===== src/rtl/pulp_clk_div_pkg.sv =====
// Shared types and helpers for the programmable clock divider.
package pulp_clk_div_pkg;

  typedef enum logic [1:0] {
    IDLE,
    RUN,
    STOP
  } state_e;

  localparam int unsigned DIV_MIN = 2;

  function automatic int unsigned clamp_div(
    input int unsigned d
  );
    return (d < DIV_MIN) ? DIV_MIN : d;
  endfunction

endpackage


===== src/rtl/pulp_clk_div_counter.sv =====
// Period counter: cnt runs 0..D-1, flags the last cycle and
// predicts whether the next count lands in the high phase.
module pulp_clk_div_counter #(
  parameter int unsigned DIV_W = 8
) (
  input  logic             clk_i,
  input  logic             rstn_i,
  input  logic             run_i,
  input  logic [DIV_W-1:0] div_i,
  output logic [DIV_W-1:0] cnt_o,
  output logic             last_o,
  output logic             hi_next_o
);

  logic [DIV_W-1:0] cnt_q;
  logic [DIV_W-1:0] cnt_d;
  logic [DIV_W:0]   half;
  logic [DIV_W:0]   nxt;

  // Extra bit keeps (D+1)>>1 exact at the top of the range.
  assign half = ({1'b0, div_i} + {{DIV_W{1'b0}}, 1'b1}) >> 1;
  assign nxt  = {1'b0, cnt_q} + {{DIV_W{1'b0}}, 1'b1};

  assign last_o    = (cnt_q == (div_i - 1'b1));
  assign hi_next_o = last_o || (nxt < half);
  assign cnt_d     = (!run_i || last_o) ? '0 : nxt[DIV_W-1:0];
  assign cnt_o     = cnt_q;

  always_ff @(posedge clk_i or negedge rstn_i) begin
    if (!rstn_i) begin
      cnt_q <= '0;
    end else begin
      cnt_q <= cnt_d;
    end
  end

endmodule


===== src/rtl/pulp_clock_divider_cfg.sv =====
// Glitch-free programmable clock divider with handshaked ratio updates.
// PULP_CLK_DIV_TESTMODE_EN adds test_mode_i to bypass clk_o to clk_i.
module pulp_clock_divider_cfg
  import pulp_clk_div_pkg::*;
#(
  parameter int unsigned DIV_W   = 8,
  parameter int unsigned DIV_RST = 2
) (
  input  logic             clk_i,
  input  logic             rstn_i,
  input  logic             en_i,
  input  logic [DIV_W-1:0] cfg_div_i,
  input  logic             cfg_valid_i,
  output logic             cfg_ready_o,
  output logic             busy_o,
`ifdef PULP_CLK_DIV_TESTMODE_EN
  input  logic             test_mode_i,
`endif
  output logic             clk_o
);

  state_e           state_q;
  logic [DIV_W-1:0] div_q;
  logic [DIV_W-1:0] pend_div_q;
  logic             pend_q;
  logic             clk_q;
  logic [DIV_W-1:0] eff_div;
  logic [DIV_W-1:0] cnt;
  logic             last;
  logic             hi_next;
  logic             accept;

  assign eff_div = DIV_W'(clamp_div(32'(div_q)));
  assign accept  = cfg_valid_i && !pend_q;

  pulp_clk_div_counter #(
    .DIV_W(DIV_W)
  ) u_cnt (
    .clk_i    (clk_i),
    .rstn_i   (rstn_i),
    .run_i    (state_q != IDLE),
    .div_i    (eff_div),
    .cnt_o    (cnt),
    .last_o   (last),
    .hi_next_o(hi_next)
  );

  always_ff @(posedge clk_i or negedge rstn_i) begin
    if (!rstn_i) begin
      state_q    <= IDLE;
      div_q      <= DIV_W'(DIV_RST);
      pend_div_q <= '0;
      pend_q     <= 1'b0;
      clk_q      <= 1'b0;
    end else begin
      if (accept) begin
        pend_div_q <= DIV_W'(clamp_div(32'(cfg_div_i)));
        pend_q     <= 1'b1;
      end
      unique case (state_q)
        IDLE: begin
          if (pend_q) begin
            div_q  <= pend_div_q;
            pend_q <= 1'b0;
          end
          state_q <= en_i ? RUN : IDLE;
          clk_q   <= en_i;
        end
        RUN, STOP: begin
          // en_i only matters on the boundary; mid-period it just
          // toggles between RUN and STOP.
          if (last) begin
            if (pend_q) begin
              div_q  <= pend_div_q;
              pend_q <= 1'b0;
            end
            state_q <= en_i ? RUN : IDLE;
            clk_q   <= en_i;
          end else begin
            state_q <= en_i ? RUN : STOP;
            clk_q   <= hi_next;
          end
        end
        default: begin
          state_q <= IDLE;
          clk_q   <= 1'b0;
        end
      endcase
    end
  end

  assign cfg_ready_o = !pend_q;
  assign busy_o      = (state_q != IDLE);

`ifdef PULP_CLK_DIV_TESTMODE_EN
  assign clk_o = test_mode_i ? clk_i : clk_q;
`else
  assign clk_o = clk_q;
`endif

endmodule

===== config.mk =====
export PLATFORM = sky130hd
export DESIGN_NAME = pulp_clock_divider_cfg
export DESIGN_NICKNAME = d
export VERILOG_FILES = /design/src/rtl/pulp_clk_div_pkg.sv /design/src/rtl/pulp_clk_div_counter.sv /design/src/rtl/pulp_clock_divider_cfg.sv
export SDC_FILE = /design/constraint.sdc
export NUM_CORES = 1
export LEC_CHECK = 0
export BUFFER_PORTS_ARGS = -buffer_cell sky130_fd_sc_hd__buf_2
export CORE_MARGIN = 2
export CORE_UTILIZATION = 60
export CTS_BUF_LIST = sky130_fd_sc_hd__clkbuf_2 sky130_fd_sc_hd__clkbuf_4 sky130_fd_sc_hd__clkbuf_8
export CTS_CLUSTER_DIAMETER = 40
export DETAILED_ROUTE_END_ITERATION = 10
export PLACE_DENSITY = 0.88
export RECOVER_POWER = 50
export SYNTH_ARGS = -nofsm -noshare
export SYNTH_HDL_FRONTEND = slang
export SYNTH_HIERARCHICAL = 1
export SYNTH_SLANG_ARGS = --single-unit
export TNS_END_PERCENT = 30

===== constraint.sdc =====
create_clock -name clk_i -period 3.85 [get_ports clk_i]
set_clock_uncertainty 0.15 [all_clocks]
set_input_delay 0.5775 -clock clk_i [delete_from_list [all_inputs] [get_ports clk_i]]
set_output_delay 0.5775 -clock clk_i [all_outputs]
set_load 0.03 [all_outputs]

# Word-level counts from Yosys, hierarchy flattened
# Index checks and enable logic that the tools add are counted.
# op_classes
add_sub_neg	3
n_lt_le_gt_ge	3
muxes	16
eq_ne	4
reduce_logical	10
# op_table
op	count
two-way mux 8 bit	5
adder 8 x 1 -> 9 bit (second input constant)	2
less-than comparator 8 x 2 -> 1 bit (second input constant)	2
one-hot mux 8 bit (2 select lines)	1
less-than comparator 9 x 8 -> 1 bit	1
== test 8 bit	1
subtractor 8 x 1 -> 8 bit (second input constant)	1
two-way mux 1 bit	5
two-way mux 2 bit	2
one-hot mux 1 bit (2 select lines)	2
one-hot mux 2 bit (2 select lines)	1
nonzero test 2 bit	2
== test 2 x 1 -> 1 bit (second input constant)	1
== test 2 bit (second input constant)	1
logical NOT 1 bit	2
logical NOT 2 bit	1
logical OR 1 bit	2
!= test 2 x 1 -> 1 bit (second input constant)	1
AND reduction 2 bit	1
OR reduction 2 bit	1
logical AND 1 bit	1
# totals
in_bits	12
elab_cells	42
regBits	28
output_inout_bits	3

# Logic depth before layout (Yosys ltp)
# depth
depth_word	7
ltp_mapped	15
ltp_nobuf	15

# Cells and area by module
# Netlist, hierarchy kept.
# by_module_without_submodules
module	n_inst	seq_area_each_um2	cells_per_inst	area_per_inst_um2
pulp_clk_div_counter	1	200.2	121	954.7
pulp_clock_divider_cfg	1	501.7	71	932.1

# Worst setup path after synthesis
# No wires, ideal clock.
# synth_path
path_type	flip-flop to flip-flop
startpoint	register div_q[5]
endpoint	register div_q[0]
period_less_slack_ns	3.072
setup_time_ns	0.125
path_slack_ns	0.778
t_arrival_ns	2.797
stages_incl_launch_ff	15
path_cell_list	dfrtp_1 -> nor4_1 -> nand2_1 -> o21a_1 -> buf_2 -> inv_1 -> ha_1 -> xnor2_1 -> and4b_1 -> a41oi_1 -> nand2_2 -> and2_1 -> mux2_4 -> nand2_4 -> mux2_4
# synth_between
elab_chain_len	6
# synth_rtl
element	line	rtl
start: declaration	pulp_clock_divider_cfg.sv:23	logic [DIV_W-1:0] div_q;
start signal: assignment	pulp_clock_divider_cfg.sv:51	div_q <= DIV_W'(DIV_RST);
start signal: assignment	pulp_clock_divider_cfg.sv:63	div_q <= pend_div_q;
start signal: assignment	pulp_clock_divider_cfg.sv:74	div_q <= pend_div_q;
less-than comparator 8 x 2 -> 1 bit	pulp_clk_div_pkg.sv:15	return (d < DIV_MIN) ? DIV_MIN : d;
two-way mux 8 bit	pulp_clk_div_pkg.sv:15	
named net eff_div[0]	pulp_clock_divider_cfg.sv:27	logic [DIV_W-1:0] eff_div;
subtractor 8 x 1 -> 8 bit	pulp_clk_div_counter.sv:24	assign last_o = (cnt_q == (div_i - 1'b1));
== test 8 bit	pulp_clk_div_counter.sv:24	
named net last	pulp_clock_divider_cfg.sv:29	logic last;
!= test 2 x 1 -> 1 bit (no source line)	n/a	
AND reduction 2 bit (no source line)	n/a	
# The timed path passes the listed nets, and every way through them passes these cells.
# A chain may end at the register's enable or synchronous reset.

# Worst setup path in the final report
# layout_path
startpoint	register div_q[4]
endpoint	register div_q[0]
# The elaborated chain is that of the path after synthesis.

==> flow_summary.yaml <==
run_status:
  outcome: "completed"
cells_and_area:
  final_util_pct: 65.2
  drive_above_1_share_pct: 20.0
  final_common_cell: "dfrtp_1"
  syn_to_final_growth_pct: 4.58
  num_antenna_cells: 0
  finalInstanceArea_sq_mm: 0.00197
  fin_nets: 220
  layout_common_cells: "27 x dfrtp_1, 15 x nand2_1, 14 x xnor2_1, 13 x a21oi_1, 13 x buf_2"
sta:
  finalSetupViolCount: 0
  final-max-slew-violation-count: 0
  final_hold_viol_count: 0
  tightest_slew_ns: 1.45
  layout_setup_ws_ns: 0.320
  holdWs_ns: 0.292
  layout_worst_path_cycle_share_pct: 91.7
  relSlewSlack_pct: 3.55
  period_minus_slack_ns: 3.53
  fin_tns_setup_ns: 0
  grt_setup_unrepaired: "no"
  max_freq_mhz: 283
setup_path:
  crit_path_frequent_cell: "mux2_4"
  slowest_delay_ns: 0.54
  start_kind: "register"
  path_cells: "nor4_1 > nand2_1 > o21a_1 > inv_1 > ha_1 > xnor2_1 > and4b_1 > a41oi_1 > nand2_2 > and2_1 > mux2_4 > nand2_4 > mux2_4"
  slowest_stage: "dfrtp_1"
  critPathBufInv: 1
  cp_max_fo: 10
  worstPathRequired_ns: 3.91
  worstSetupPathType: "register to register"
  endpoint_kind: "register"
  worstPathArrival_ns: 3.59
  path_delay_family: "simple AND/OR/NAND/NOR gates"
clock_network:
  cts-root-buf: "clkbuf_4"
  ctsResizeCount: 0
  post-cts-setup-buffers: 0
  cts_sinks: 28
  hold_buffers: 0
  cts_tree: "done"
  htree_levels: 1
  clkTransAtPathRegs_ns: 0.15
  clock_path_buffers: 2
  clk_latency_ns: 0.32
  numCtsBuffers: 3
routing:
  highest_layer: "met4"
  drtIter0Drc: 38
  route.detailed.drc: 0
  vias_per_cell: 5.67
  met2WireLength_mm: 1.73
  m1WireLength_mm: 1.54
  wirelength_mm: 3.42
  wl_met3_microns: 128
  dr.pass1.iters: 4
  num_vias: 1356
  wl_per_cell_microns: 14.3
  ant_nets: 0
synthesis:
  syn_area_per_cell_sq_um: 9.83
  async_flop_share_pct: 100
  synth_edf_count: 0
  yosysWarnings: 6
  ys_seq_elements: 28
  synth_ff_type: "dfrtp_1"
  syn_nets: 216
  synthDistinctLibCells: 46
  synth_top_area_share_pct: 35.8
  synth_cells: 192
  synth.area.top_cells: "dfrtp_1 36%, ha_1 8.0%, mux2_4 7.2%, xnor2_1 6.5%, mux2_2 4.8%"
  synth_area_leader_cell: "dfrtp_1"
  syn_area_sq_mm: 0.00189
  ys_seq_area_share_pct: 37.2
pwr:
  switching_share_pct: 42.4
  combPwrFrac_pct: 54.8
  p_seq_share_pct: 36.4
  p_int_mw: 0.913
  switchingPower_mw: 0.671
  power.density_mw_per_mm2: 803
  clockPowerShare_pct: 8.8
  ir_worst_vdd_uv: 482
  p_leak_nw: 0.910
global_route:
  grt_pass1_vias: 1303
  grt_antenna_before_repair: 0
  grt_overflow: 0
  grt_max_degree: 29
  grt_pass1_wl_mm: 5.73
  grtUsageTotal_pct: 21.2
die:
  start_util_pct: 62.3
  io_pins: 15
  die_area_sq_mm: 0.00361
  die_height_microns: 60.1
  die_w_microns: 60.1
  coreArea_sq_mm: 0.00303
  fp-row-count: 20
placed_design:
  hpwl_mm: 2.53
  gp_congestion: 0.825
  portBuffers: 14
  dpl-instance-area_sq_mm: 0.00194
  place_ws_ns: 0.378
worst_hold_path:
  hp-class: "primary input to register"
job:
  max_cap_violations: 0
-- state kept, by name, indices dropped and copies added (netlist names) --
signal and count:
state_q 2, div_q 8, u_cnt/cnt_o 8, pend_div_q 8
pend_q 1, clk_o 1
-- synthesized netlist by cell type (all sizes together) (8+ instances only) --
library cell / number
a21oi: 13
buf: 9
dfrtp: 27
ha: 12
inv: 9
mux2: 17
nand2: 17
nand3: 8
nor2: 8
nor3: 8
xnor2: 14
-- path summary, 6_finish.rpt --
path                       cells past startpoint                      start  slack, ns                   endpoint
setup / recovery                              13       div_q[4]$_DFFE_PN0P_       0.32       div_q[0]$_DFFE_PN0P_
hold / removal                                 2                       en_i       0.29       state_q[1]$_DFF_PN0_
setup reg to reg                              13       div_q[4]$_DFFE_PN0P_       0.32       div_q[0]$_DFFE_PN0P_
hold reg to reg                                1  pend_div_q[4]$_DFFE_PN0P_       0.38       div_q[4]$_DFFE_PN0P_
max in group asynchronous                      1                     rstn_i       2.29  pend_div_q[3]$_DFFE_PN0P_
min in group asynchronous                      1                     rstn_i       0.41   u_cnt/cnt_o[1]$_DFF_PN0_
-- kinds of logic after synthesis --
family | share of synthesized area, %
adders and majority gates | 7.96
DFF | 37.2
AOI/OAI and AO/OA | 10.0
xor gates and xnor gates | 9.75
muxes | 11.9
buffers and inverters | 5.70
and+or+nand+nor | 17.4
-- cell type report --
cell class                      count  area, sq um
Tap cell                           44         55.1
Sequential cell                    28          702
Timing Repair Buffer               14         68.8
Clock buffer                        4         36.3
Inverter                            9         33.8
Multi-Input combinational cell    140         1080
Fill cell                         246         1050
-- layer usage --
metal / GRT usage [%] / up-vias
met4: 7.94 / 0
met1: 29.0 / 650
met3: 2.81 / 2
li1: - / 668
met2: 34.3 / 36
met5: 0 / -
-- worst register-to-register path, cell delays in order, from the launching register on --
cell and delay (ns):
dfrtp_1 0.54, nor4_1 0.31, nand2_1 0.11, o21a_1 0.30, inv_1 0.10, ha_1 0.27
xnor2_1 0.10, and4b_1 0.17, a41oi_1 0.19, nand2_2 0.19, and2_1 0.23, mux2_4 0.28
nand2_4 0.16, mux2_4 0.32
-- through the flow --
step	power, mW	cells
after floorplan	1.31	192
after global placement	1.41	235
after detailed placement	1.45	235
after CTS	1.59	239
after global routing	1.71	239
final	1.58	239
-- power groups by stage --
stage	sequential (mW)	clock (mW)	combinational (mW)
floorplan	0.497	0	0.813
global placement	0.575	0	0.834
detailed placement	0.585	0	0.864
CTS	0.576	0.144	0.872
global route	0.596	0.157	0.960
finish	0.577	0.139	0.868
No activity file was read; power rests on OpenSTA's default activity.
